File: src/rtl/work_pkg.sv
// Shared VGA timing defaults (640x480 @ 60 Hz) and the position type used by
// the sync generator.
package work_pkg;

  localparam int POS_W = 10;
  typedef logic [POS_W-1:0] pos_t;

  localparam int DEF_H_DISPLAY = 640;
  localparam int DEF_H_FRONT   = 16;
  localparam int DEF_H_SYNC    = 96;
  localparam int DEF_H_BACK    = 48;
  localparam int DEF_V_DISPLAY = 480;
  localparam int DEF_V_FRONT   = 10;
  localparam int DEF_V_SYNC    = 2;
  localparam int DEF_V_BACK    = 33;
  localparam bit DEF_SYNC_POL  = 1'b0;
  localparam int DEF_DIV       = 2;

  // Drive the sync level: 'pol' while active, its complement otherwise.
  function automatic logic sync_level(input logic active, input logic pol);
    return active ? pol : ~pol;
  endfunction

endpackage

File: src/rtl/vga_hvsync_gen_if.sv
// Timing outputs of the VGA sync generator; master drives, slave consumes.
interface vga_hvsync_gen_if;
  import work_pkg::*;

  logic        pix_en;
  pos_t        hpos;
  pos_t        vpos;
  logic        hsync;
  logic        vsync;
  logic        display_on;
  logic        line_end;
  logic        frame_end;
  logic [15:0] frame_cnt;

  modport master (
    output pix_en, hpos, vpos, hsync, vsync, display_on,
           line_end, frame_end, frame_cnt
  );

  modport slave (
    input pix_en, hpos, vpos, hsync, vsync, display_on,
          line_end, frame_end, frame_cnt
  );

endinterface

File: src/rtl/pix_en_gen.sv
// Pixel clock-enable divider: one-clk pulse every DIV clk cycles, low in reset.
module pix_en_gen #(
  parameter int DIV = 2
) (
  input  logic clk,
  input  logic reset,
  output logic pix_en
);

  generate
    if (DIV <= 1) begin : g_nodiv
      logic unused_clk;
      assign unused_clk = clk;
      assign pix_en     = ~reset;
    end else begin : g_div
      localparam int            CW   = $clog2(DIV);
      localparam logic [CW-1:0] LAST = CW'(DIV - 1);

      logic [CW-1:0] div_cnt_reg;

      always_ff @(posedge clk) begin
        if (reset) begin
          div_cnt_reg <= '0;
        end else if (div_cnt_reg == LAST) begin
          div_cnt_reg <= '0;
        end else begin
          div_cnt_reg <= div_cnt_reg + 1'b1;
        end
      end

      assign pix_en = (div_cnt_reg == LAST) & ~reset;
    end
  endgenerate

endmodule

File: src/rtl/vga_hvsync_gen.sv
// VGA horizontal/vertical sync and position generator.
// Define VGA_HVSYNC_FRAME_CNT_EN to build the completed-frame counter.
module vga_hvsync_gen
  import work_pkg::*;
#(
  parameter int H_DISPLAY = DEF_H_DISPLAY,
  parameter int H_FRONT   = DEF_H_FRONT,
  parameter int H_SYNC    = DEF_H_SYNC,
  parameter int H_BACK    = DEF_H_BACK,
  parameter int V_DISPLAY = DEF_V_DISPLAY,
  parameter int V_FRONT   = DEF_V_FRONT,
  parameter int V_SYNC    = DEF_V_SYNC,
  parameter int V_BACK    = DEF_V_BACK,
  parameter bit SYNC_POL  = DEF_SYNC_POL,
  parameter int DIV       = DEF_DIV
) (
  input  logic             clk,
  input  logic             reset,
  vga_hvsync_gen_if.master vga
);

  localparam int H_TOTAL = H_DISPLAY + H_FRONT + H_SYNC + H_BACK;
  localparam int V_TOTAL = V_DISPLAY + V_FRONT + V_SYNC + V_BACK;

  localparam pos_t H_LAST   = pos_t'(H_TOTAL - 1);
  localparam pos_t V_LAST   = pos_t'(V_TOTAL - 1);
  localparam pos_t H_VIS    = pos_t'(H_DISPLAY);
  localparam pos_t V_VIS    = pos_t'(V_DISPLAY);
  localparam pos_t HS_FIRST = pos_t'(H_DISPLAY + H_FRONT);
  localparam pos_t HS_LAST  = pos_t'(H_DISPLAY + H_FRONT + H_SYNC - 1);
  localparam pos_t VS_FIRST = pos_t'(V_DISPLAY + V_FRONT);
  localparam pos_t VS_LAST  = pos_t'(V_DISPLAY + V_FRONT + V_SYNC - 1);

  logic pix_en;
  pos_t hpos_reg;
  pos_t vpos_reg;
  logic line_end;
  logic frame_end;
  logic hs_active;
  logic vs_active;

  pix_en_gen #(
    .DIV(DIV)
  ) u_pix_en_gen (
    .clk   (clk),
    .reset (reset),
    .pix_en(pix_en)
  );

  assign line_end  = pix_en & (hpos_reg == H_LAST);
  assign frame_end = line_end & (vpos_reg == V_LAST);

  // Reset wins over pix_en so a mid-frame reset restarts at pixel (0,0).
  always_ff @(posedge clk) begin
    if (reset) begin
      hpos_reg <= '0;
      vpos_reg <= '0;
    end else if (pix_en) begin
      if (hpos_reg == H_LAST) begin
        hpos_reg <= '0;
        vpos_reg <= (vpos_reg == V_LAST) ? '0 : vpos_reg + 1'b1;
      end else begin
        hpos_reg <= hpos_reg + 1'b1;
      end
    end
  end

  assign hs_active = ~reset & (hpos_reg >= HS_FIRST) & (hpos_reg <= HS_LAST);
  assign vs_active = ~reset & (vpos_reg >= VS_FIRST) & (vpos_reg <= VS_LAST);

  assign vga.pix_en     = pix_en;
  assign vga.hpos       = hpos_reg;
  assign vga.vpos       = vpos_reg;
  assign vga.hsync      = sync_level(hs_active, SYNC_POL);
  assign vga.vsync      = sync_level(vs_active, SYNC_POL);
  assign vga.display_on = ~reset & (hpos_reg < H_VIS) & (vpos_reg < V_VIS);
  assign vga.line_end   = line_end;
  assign vga.frame_end  = frame_end;

`ifdef VGA_HVSYNC_FRAME_CNT_EN
  logic [15:0] frame_cnt_reg;

  always_ff @(posedge clk) begin
    if (reset) begin
      frame_cnt_reg <= '0;
    end else if (frame_end) begin
      frame_cnt_reg <= frame_cnt_reg + 16'd1;
    end
  end

  assign vga.frame_cnt = frame_cnt_reg;
`else
  assign vga.frame_cnt = '0;
`endif

endmodule
File: src/flat_wrapper.sv
// flat-port wrapper written by rule: the top's interface ports become plain ports
module vga_hvsync_gen_flat import work_pkg::*;
#(
  parameter int H_DISPLAY = DEF_H_DISPLAY,
  parameter int H_FRONT   = DEF_H_FRONT,
  parameter int H_SYNC    = DEF_H_SYNC,
  parameter int H_BACK    = DEF_H_BACK,
  parameter int V_DISPLAY = DEF_V_DISPLAY,
  parameter int V_FRONT   = DEF_V_FRONT,
  parameter int V_SYNC    = DEF_V_SYNC,
  parameter int V_BACK    = DEF_V_BACK,
  parameter bit SYNC_POL  = DEF_SYNC_POL,
  parameter int DIV       = DEF_DIV
)
  (clk, reset, vga_pix_en, vga_hpos, vga_vpos, vga_hsync, vga_vsync, vga_display_on, vga_line_end, vga_frame_end, vga_frame_cnt);
  vga_hvsync_gen_if vga_i ();
  input  logic clk;
  input  logic reset;
  output wire logic [$bits(vga_i.pix_en)-1:0] vga_pix_en;
  output wire logic [$bits(vga_i.hpos)-1:0] vga_hpos;
  output wire logic [$bits(vga_i.vpos)-1:0] vga_vpos;
  output wire logic [$bits(vga_i.hsync)-1:0] vga_hsync;
  output wire logic [$bits(vga_i.vsync)-1:0] vga_vsync;
  output wire logic [$bits(vga_i.display_on)-1:0] vga_display_on;
  output wire logic [$bits(vga_i.line_end)-1:0] vga_line_end;
  output wire logic [$bits(vga_i.frame_end)-1:0] vga_frame_end;
  output wire logic [$bits(vga_i.frame_cnt)-1:0] vga_frame_cnt;
  assign vga_pix_en = vga_i.pix_en;
  assign vga_hpos = vga_i.hpos;
  assign vga_vpos = vga_i.vpos;
  assign vga_hsync = vga_i.hsync;
  assign vga_vsync = vga_i.vsync;
  assign vga_display_on = vga_i.display_on;
  assign vga_line_end = vga_i.line_end;
  assign vga_frame_end = vga_i.frame_end;
  assign vga_frame_cnt = vga_i.frame_cnt;
  vga_hvsync_gen #(.H_DISPLAY(H_DISPLAY), .H_FRONT(H_FRONT), .H_SYNC(H_SYNC), .H_BACK(H_BACK), .V_DISPLAY(V_DISPLAY), .V_FRONT(V_FRONT), .V_SYNC(V_SYNC), .V_BACK(V_BACK), .SYNC_POL(SYNC_POL), .DIV(DIV)) u_core (.clk(clk), .reset(reset), .vga(vga_i));
endmodule
File: config.mk
export PLATFORM = sky130hd
export DESIGN_NAME = vga_hvsync_gen_flat
export DESIGN_NICKNAME = d
export VERILOG_FILES = /design/src/rtl/work_pkg.sv /design/src/rtl/vga_hvsync_gen_if.sv /design/src/rtl/pix_en_gen.sv /design/src/rtl/vga_hvsync_gen.sv /design/src/flat_wrapper.sv
export SDC_FILE = /design/constraint.sdc
export NUM_CORES = 1
export LEC_CHECK = 0
export ABC_AREA = 1
export CAP_MARGIN = 20
export CORE_MARGIN = 2
export CORE_UTILIZATION = 45
export CTS_BUF_LIST = sky130_fd_sc_hd__clkbuf_8
export DETAILED_ROUTE_END_ITERATION = 6
export HOLD_SLACK_MARGIN = 0.02
export PLACE_DENSITY_LB_ADDON = 0.3
export SKIP_CTS_REPAIR_TIMING = 1
export SLEW_MARGIN = 5
export SYNTH_ARGS = -nofsm -noshare
export SYNTH_HDL_FRONTEND = slang
export SYNTH_SLANG_ARGS = --single-unit
File: constraint.sdc
create_clock -name clk -period 2.26 [get_ports clk]
set_clock_uncertainty 0.2 [all_clocks]
set_input_delay 0.226 -clock clk [delete_from_list [all_inputs] [get_ports clk]]
set_output_delay 0.226 -clock clk [all_outputs]
set_load 0.03 [all_outputs]
==> impl_metrics.yaml, run 1 <==
outcome:
  outcome: "finished, final reports clean"
grt:
  grt_overflow: 0
  antenna_found_initial: 0
  grt_pass1_vias: 1135
  grt_use_total_pct: 18.1
  grt_start_max_net_pins: 14
  grt_pass1_wl_um: 4840
pwr:
  power.total_uw: 721
  peakVddDrop_mv: 0.399
  leakagePower_nw: 0.781
  power_density_nw_per_um2: 420
logic_synthesis:
  synth_area_sq_um: 1370
  yosysTopAreaCell: "dfxtp_1"
  synth_cell_type_count: 26
  yosysSeqAreaShare_pct: 30.6
  yosysTopAreaCellShare_pct: 30.6
  netlist_top_cells_area: "dfxtp_1 31%, nand2_1 12%, buf_4 8.7%"
  postSynthAreaPerCell_sq_um: 6.90
  ys_warn_count: 0
  synth_seq_cells: 21
  syn_inst: 199
placement:
  dp.cells: 264
  hpwl_um: 2220
  portBuffers: 27
  place_congestion: 0.891
floorplan:
  die-area_sq_um: 3510
  rows: 20
  pin_count: 44
  die_h_um: 59.3
  core_area_sq_um: 2980
  chipWidth_um: 59.3
  start_util_pct: 46.1
worst_setup_path:
  crit_top_cell: "nand2_1"
  crit_type: "flip-flop to output pin"
  slowest_delay_ns: 0.40
  cp-start-kind: "flip-flop"
  worstPathCellList: "ha_1 > nand2_1 > nor2_4 > nand2_4 > nor2_8 > nand2_1 > inv_1 > buf_4"
  cp.required_ns: 1.83
  end_kind: "output pin"
  arrival_ns: 1.66
  cp_slowest_cell: "dfxtp_1"
  worst-path-max-fanout: 5
cts:
  cts_tree: "built"
  cts_max_level: 1
  cts_sinks: 21
  clk_latency_ns: 0.27
  root_buffer: "clkbuf_8"
  clk_path_buf_depth: 2
  cts_made_buffers: 3
  clkTransAtPathRegs_ns: 0.07
timing:
  grt_setup_unrepaired: "false"
  report.final.slew_viol_count: 0
  whs_ns: 0.261
  setup-violations-final: 0
  finalSetupTns_ns: 0
  finalHoldViolCount: 0
  timing.fmax_mhz: 479
  min_period_over_period_pct: 92.4
  fin_crit_ns: 2.09
min_path:
  min_path_type: "flip-flop to flip-flop"
layout:
  antenna_cells: 0
  fill_cells: 302
  final_util_pct: 57.6
  fin_cells: 270
  area_growth_pct: 25.0
  layout-drive-gt1-share_pct: 11.8
  final_nets: 244
drt:
  ant_nets: 0
  wl_um: 2890
  drt_iter0_drc: 63
  drc: 0
  vias: 1303
  first_pass_iters: 7
  via_per_inst: 4.83
  routedWlPerCell_um: 10.7
flow_run:
  max_cap_violations: 0
==> per-stage QoR <==
stage | instance area, sq um | setup slack, ns
floorplan | 1430 | 0.170
global placement | 1640 | 0.166
detailed placement | 1640 | 0.160
CTS | 1690 | -0.0148
global route | 1720 | 0.0546
finish | 1720 | 0.171
==> synthesized netlist by cell type (all sizes together) <==
cell	number
nor4	1
dfxtp	21
buf	18
nor3	6
o22ai	1
o2111ai	1
conb	1
o21ai	7
nand2	46
nand3b	1
inv	26
nand4	4
nor2	32
ha	4
nor3b	2
a21oi	8
xor2	3
nand3	17
==> cell families (layout without fill, tap and decap cells) <==
kind of cell | count (synthesis) | after routing | share of synthesized area, %
simple gates | 109 | 109 | 37.9
xor+xnor | 3 | 3 | 1.91
buf+inv | 44 | 67 | 18.1
flops | 21 | 21 | 30.6
fa+ha+maj | 4 | 4 | 3.64
compound gates | 17 | 17 | 7.56
other cells | 1 | 16 | 0.273
==> power breakdown <==
group	switching, mW	total (mW)	internal, mW
registers	0.00395	0.378	0.374
logic	0.0680	0.0885	0.0205
clock network	0.132	0.255	0.123
==> layout by cell type (no fill, tap or decap) <==
cell type | Yosys | layout
dlymetal6s2s_1 | 0 | 1
nor4_1 | 1 | 1
clkbuf_8 | 0 | 3
o21ai_0 | 7 | 7
nor2_8 | 1 | 1
buf_12 | 1 | 1
o22ai_2 | 1 | 1
clkinv_2 | 0 | 1
nor2_1 | 29 | 29
nand3_2 | 1 | 1
nand3b_4 | 1 | 1
o2111ai_1 | 1 | 1
dfxtp_1 | 21 | 21
buf_4 | 16 | 13
nand3_1 | 16 | 16
nand2_4 | 1 | 1
ha_1 | 4 | 4
nor3_1 | 6 | 6
clkdlybuf4s50_1 | 0 | 22
nand4_1 | 4 | 4
conb_1 | 1 | 16
nor3b_1 | 2 | 2
nand2_1 | 44 | 44
inv_1 | 26 | 26
a21oi_1 | 6 | 6
xor2_1 | 3 | 3
a21oi_2 | 2 | 2
nand2_2 | 1 | 1
nor2_4 | 2 | 2
==> critical path: cells and delay by family (launching register included) <==
kind | cells | cell delay [ns]
adders and majority gates | 1 | 0.23
buffers and inverters | 2 | 0.21
DFF | 1 | 0.40
and+or+nand+nor | 5 | 0.56
==> cell type report <==
type | instances | area (sq um) | area share (%)
repair buffers | 37 | 350 | 20.4
inverters | 26 | 97.6 | 5.69
flip-flops and latches | 21 | 420 | 24.5
well taps | 33 | 41.3 | 2.41
clock inverters | 1 | 5.00 | 0.292
clock buffers | 3 | 41.3 | 2.41
multi-input cells | 149 | 761 | 44.3
==> worst paths after layout <==
kind,slack (ns),end,cells past startpoint,from
worst max-delay path,0.17,vga_frame_end,8,u_core.vga.hpos[1]$_SDFFE_PP0P_
worst min-delay path,0.26,u_core.u_pix_en_gen.g_div.div_cnt_reg$_SDFF_PP0_,1,u_core.u_pix_en_gen.g_div.div_cnt_reg$_SDFF_PP0_
worst max register to register,0.35,u_core.vga.vpos[9]$_SDFFE_PP0P_,10,u_core.vga.hpos[1]$_SDFFE_PP0P_
worst min register to register,0.26,u_core.u_pix_en_gen.g_div.div_cnt_reg$_SDFF_PP0_,1,u_core.u_pix_en_gen.g_div.div_cnt_reg$_SDFF_PP0_
==> per-layer routing <==
| layer | routed length, um | track usage [%] | up-vias |
|---|---|---|---|
| li1 | - | - | 678 |
| met1 | 1250 | 21.4 | 579 |
| met2 | 1440 | 30.8 | 42 |
| met3 | 171 | 5.68 | 4 |
| met4 | 26 | 5.84 | 0 |
| met5 | 0 | 0 | - |
Note: power is estimated with default switching activity, not from simulation.
==> inputs of run 2 (changes only) <==
CORE_MARGIN = 1   (was 2)
==> run 2 against run 1 <==
Compared with the run above:
- cell count fell by 1.9%
- clock-buffer cell count did not move
- maximum frequency barely moved
- critical path depth fell by 5
- cell area fell by 2.2%
- combinational power fell by 2.7%
- the flow now finishes with violations (DRC)
- total power fell by 0.56%
- register-to-register slack improved by 0.03 ns
- worst hold slack improved by 0.0033 ns
==> impl_metrics.yaml, run 2 (synthesis results as in run 1) <==
timing:
  min_period_over_period_pct: 92.4
  finalSetupTns_ns: 0
  timing.fmax_mhz: 479
  fin_crit_ns: 2.09
  report.final.slew_viol_count: 0
  finalHoldViolCount: 0
  setup-violations-final: 0
  grt_setup_unrepaired: "false"
worst_setup_path:
  slowest_delay_ns: 0.69
  r2r_slack_ns: 0.38
  cp_slowest_cell: "clkdlybuf4s50_1"
  end_kind: "output pin"
  cp-start-kind: "input port"
  crit_top_cell: "clkdlybuf4s50_1"
  r2r-start: "u_core.vga.hpos[1]$_SDFFE_PP0P_"
  worst-path-max-fanout: 6
  cp.required_ns: 1.83
  crit_type: "input port to output pin"
  timing.critical_path.buf_inv: 2
  rr_worst_depth: 9
  arrival_ns: 1.66
  worstPathCellList: "clkdlybuf4s50_1 > nor2_4 > clkdlybuf4s50_1"
  crit_family: "buffers and inverters"
  rr_endpoint: "u_core.vga.vpos[0]$_SDFFE_PP0P_"
grt:
  grt_use_total_pct: 19.2
  grt_start_max_net_pins: 15
  antenna_found_initial: 0
  grt_overflow: 0
  grt_pass1_wl_um: 4880
  grt_pass1_vias: 1073
cts:
  clk_path_buf_depth: 2
  root_buffer: "clkbuf_8"
  cts_made_buffers: 3
  cts_max_level: 1
  clkTransAtPathRegs_ns: 0.07
  cts_tree: "built"
  clk_latency_ns: 0.27
  cts_sinks: 21
floorplan:
  start_util_pct: 48.6
  die_h_um: 57.3
  pin_count: 44
  die-area_sq_um: 3280
  chipWidth_um: 57.3
  rows: 19
  core_area_sq_um: 2830
placement:
  portBuffers: 27
  hpwl_um: 2150
  place_congestion: 0.827
layout:
  final_nets: 241
  antenna_cells: 0
  final_common_cell: "nand2_1"
  mostFrequentLayoutCells: "44 x nand2_1, 29 x nor2_1, 26 x inv_1"
  layout-drive-gt1-share_pct: 10.7
  fill_cells: 264
  area_growth_pct: 22.2
min_path:
  hp-start: "u_core.u_pix_en_gen.g_div.div_cnt_reg$_SDFF_PP0_"
  min_path_cells: 1
  holdPathEnd: "u_core.u_pix_en_gen.g_div.div_cnt_reg$_SDFF_PP0_"
  min_path_type: "flip-flop to flip-flop"
drt:
  ant_nets: 0
  drt_iter0_drc: 68
  first_pass_iters: 6
  wl_um: 2810
  vias: 1288
  routedWlPerCell_um: 10.6
  via_per_inst: 4.86
  drc: 10
pwr:
  p_comb_share_pct: 12.0
  netSwitchingFraction_pct: 28.0
  power.total_uw: 717
  switchingPower_uw: 201
  p_int_uw: 516
  power_density_nw_per_um2: 427
  pwr-share-seq_pct: 52.7
  leakagePower_nw: 0.763
  clkPwrFrac_pct: 35.3
  peakVddDrop_mv: 0.308
flow_run:
  max_cap_violations: 0
outcome:
  outcome: "finished with violations"
  violations: "DRC"
[run 2: changes by cell type in the layout (fill, tap and decap cells not counted), sizes merged]
cell / delta
buf: -3
[run 2: worst max path at each step]
| stage | slack, ns | to | start | depth (start not counted) |
|---|---|---|---|---|
| 2_1_floorplan | 0.17 | vga_display_on | u_core.vga.hpos[8]$_SDFFE_PP0P_ | 2 |
| 3_3_place_gp | 0.13 | vga_vsync | reset | 4 |
| 3_5_place_dp | 0.13 | vga_vsync | reset | 4 |
| 4_1_cts | 0.007 | vga_vsync | u_core.vga.vpos[1]$_SDFFE_PP0P_ | 5 |
| 5_1_grt | 0.04 | vga_frame_end | u_core.vga.hpos[1]$_SDFFE_PP0P_ | 8 |
| 6_report | 0.17 | vga_pix_en | reset | 3 |
[run 2: layout make-up]
class | instances | area, sq um | area share [%]
inverter | 26 | 97.6 | 5.81
clock buffer | 3 | 41.3 | 2.46
timing repair buffer | 34 | 315 | 18.8
sequential | 21 | 420 | 25.0
clock inverter | 1 | 5.00 | 0.298
tap | 31 | 38.8 | 2.31
multi-input combinational | 149 | 761 | 45.3
[run 2: power by group through the flow]
| stage | clock network (mW) | registers, mW | logic [mW] |
|---|---|---|---|
| 2_1_floorplan | 0 | 0.391 | 0.0837 |
| 3_3_place_gp | 0 | 0.387 | 0.0854 |
| 3_5_place_dp | 0 | 0.387 | 0.0852 |
| 4_1_cts | 0.259 | 0.378 | 0.0858 |
| 5_1_grt | 0.279 | 0.378 | 0.0936 |
| 6_report | 0.253 | 0.378 | 0.0861 |
[run 2: metrics by stage]
step | cell area, sq um | hold slack (ns) | setup slack (ns) | utilization, % | instances
floorplan | 1430 | 0.220 | 0.170 | - | 214
global placement | 1620 | 0.255 | 0.131 | 57.1 | 259
CTS | 1660 | 0.264 | 0.00694 | 58.7 | 263
finish | 1680 | 0.264 | 0.172 | 59.4 | 265
detailed placement | 1620 | 0.252 | 0.133 | 57.1 | 259
global route | 1680 | 0.291 | 0.0401 | 59.4 | 265
[run 2: per-layer routing]
| metal | GRT usage, % | vias to the layer above | wire length [um] |
|---|---|---|---|
| met5 | 0 | - | 0 |
| met4 | 6.62 | 0 | 30 |
| met3 | 5.22 | 4 | 155 |
| met2 | 27.1 | 48 | 1200 |
| met1 | 28.0 | 565 | 1430 |
| li1 | - | 671 | - |
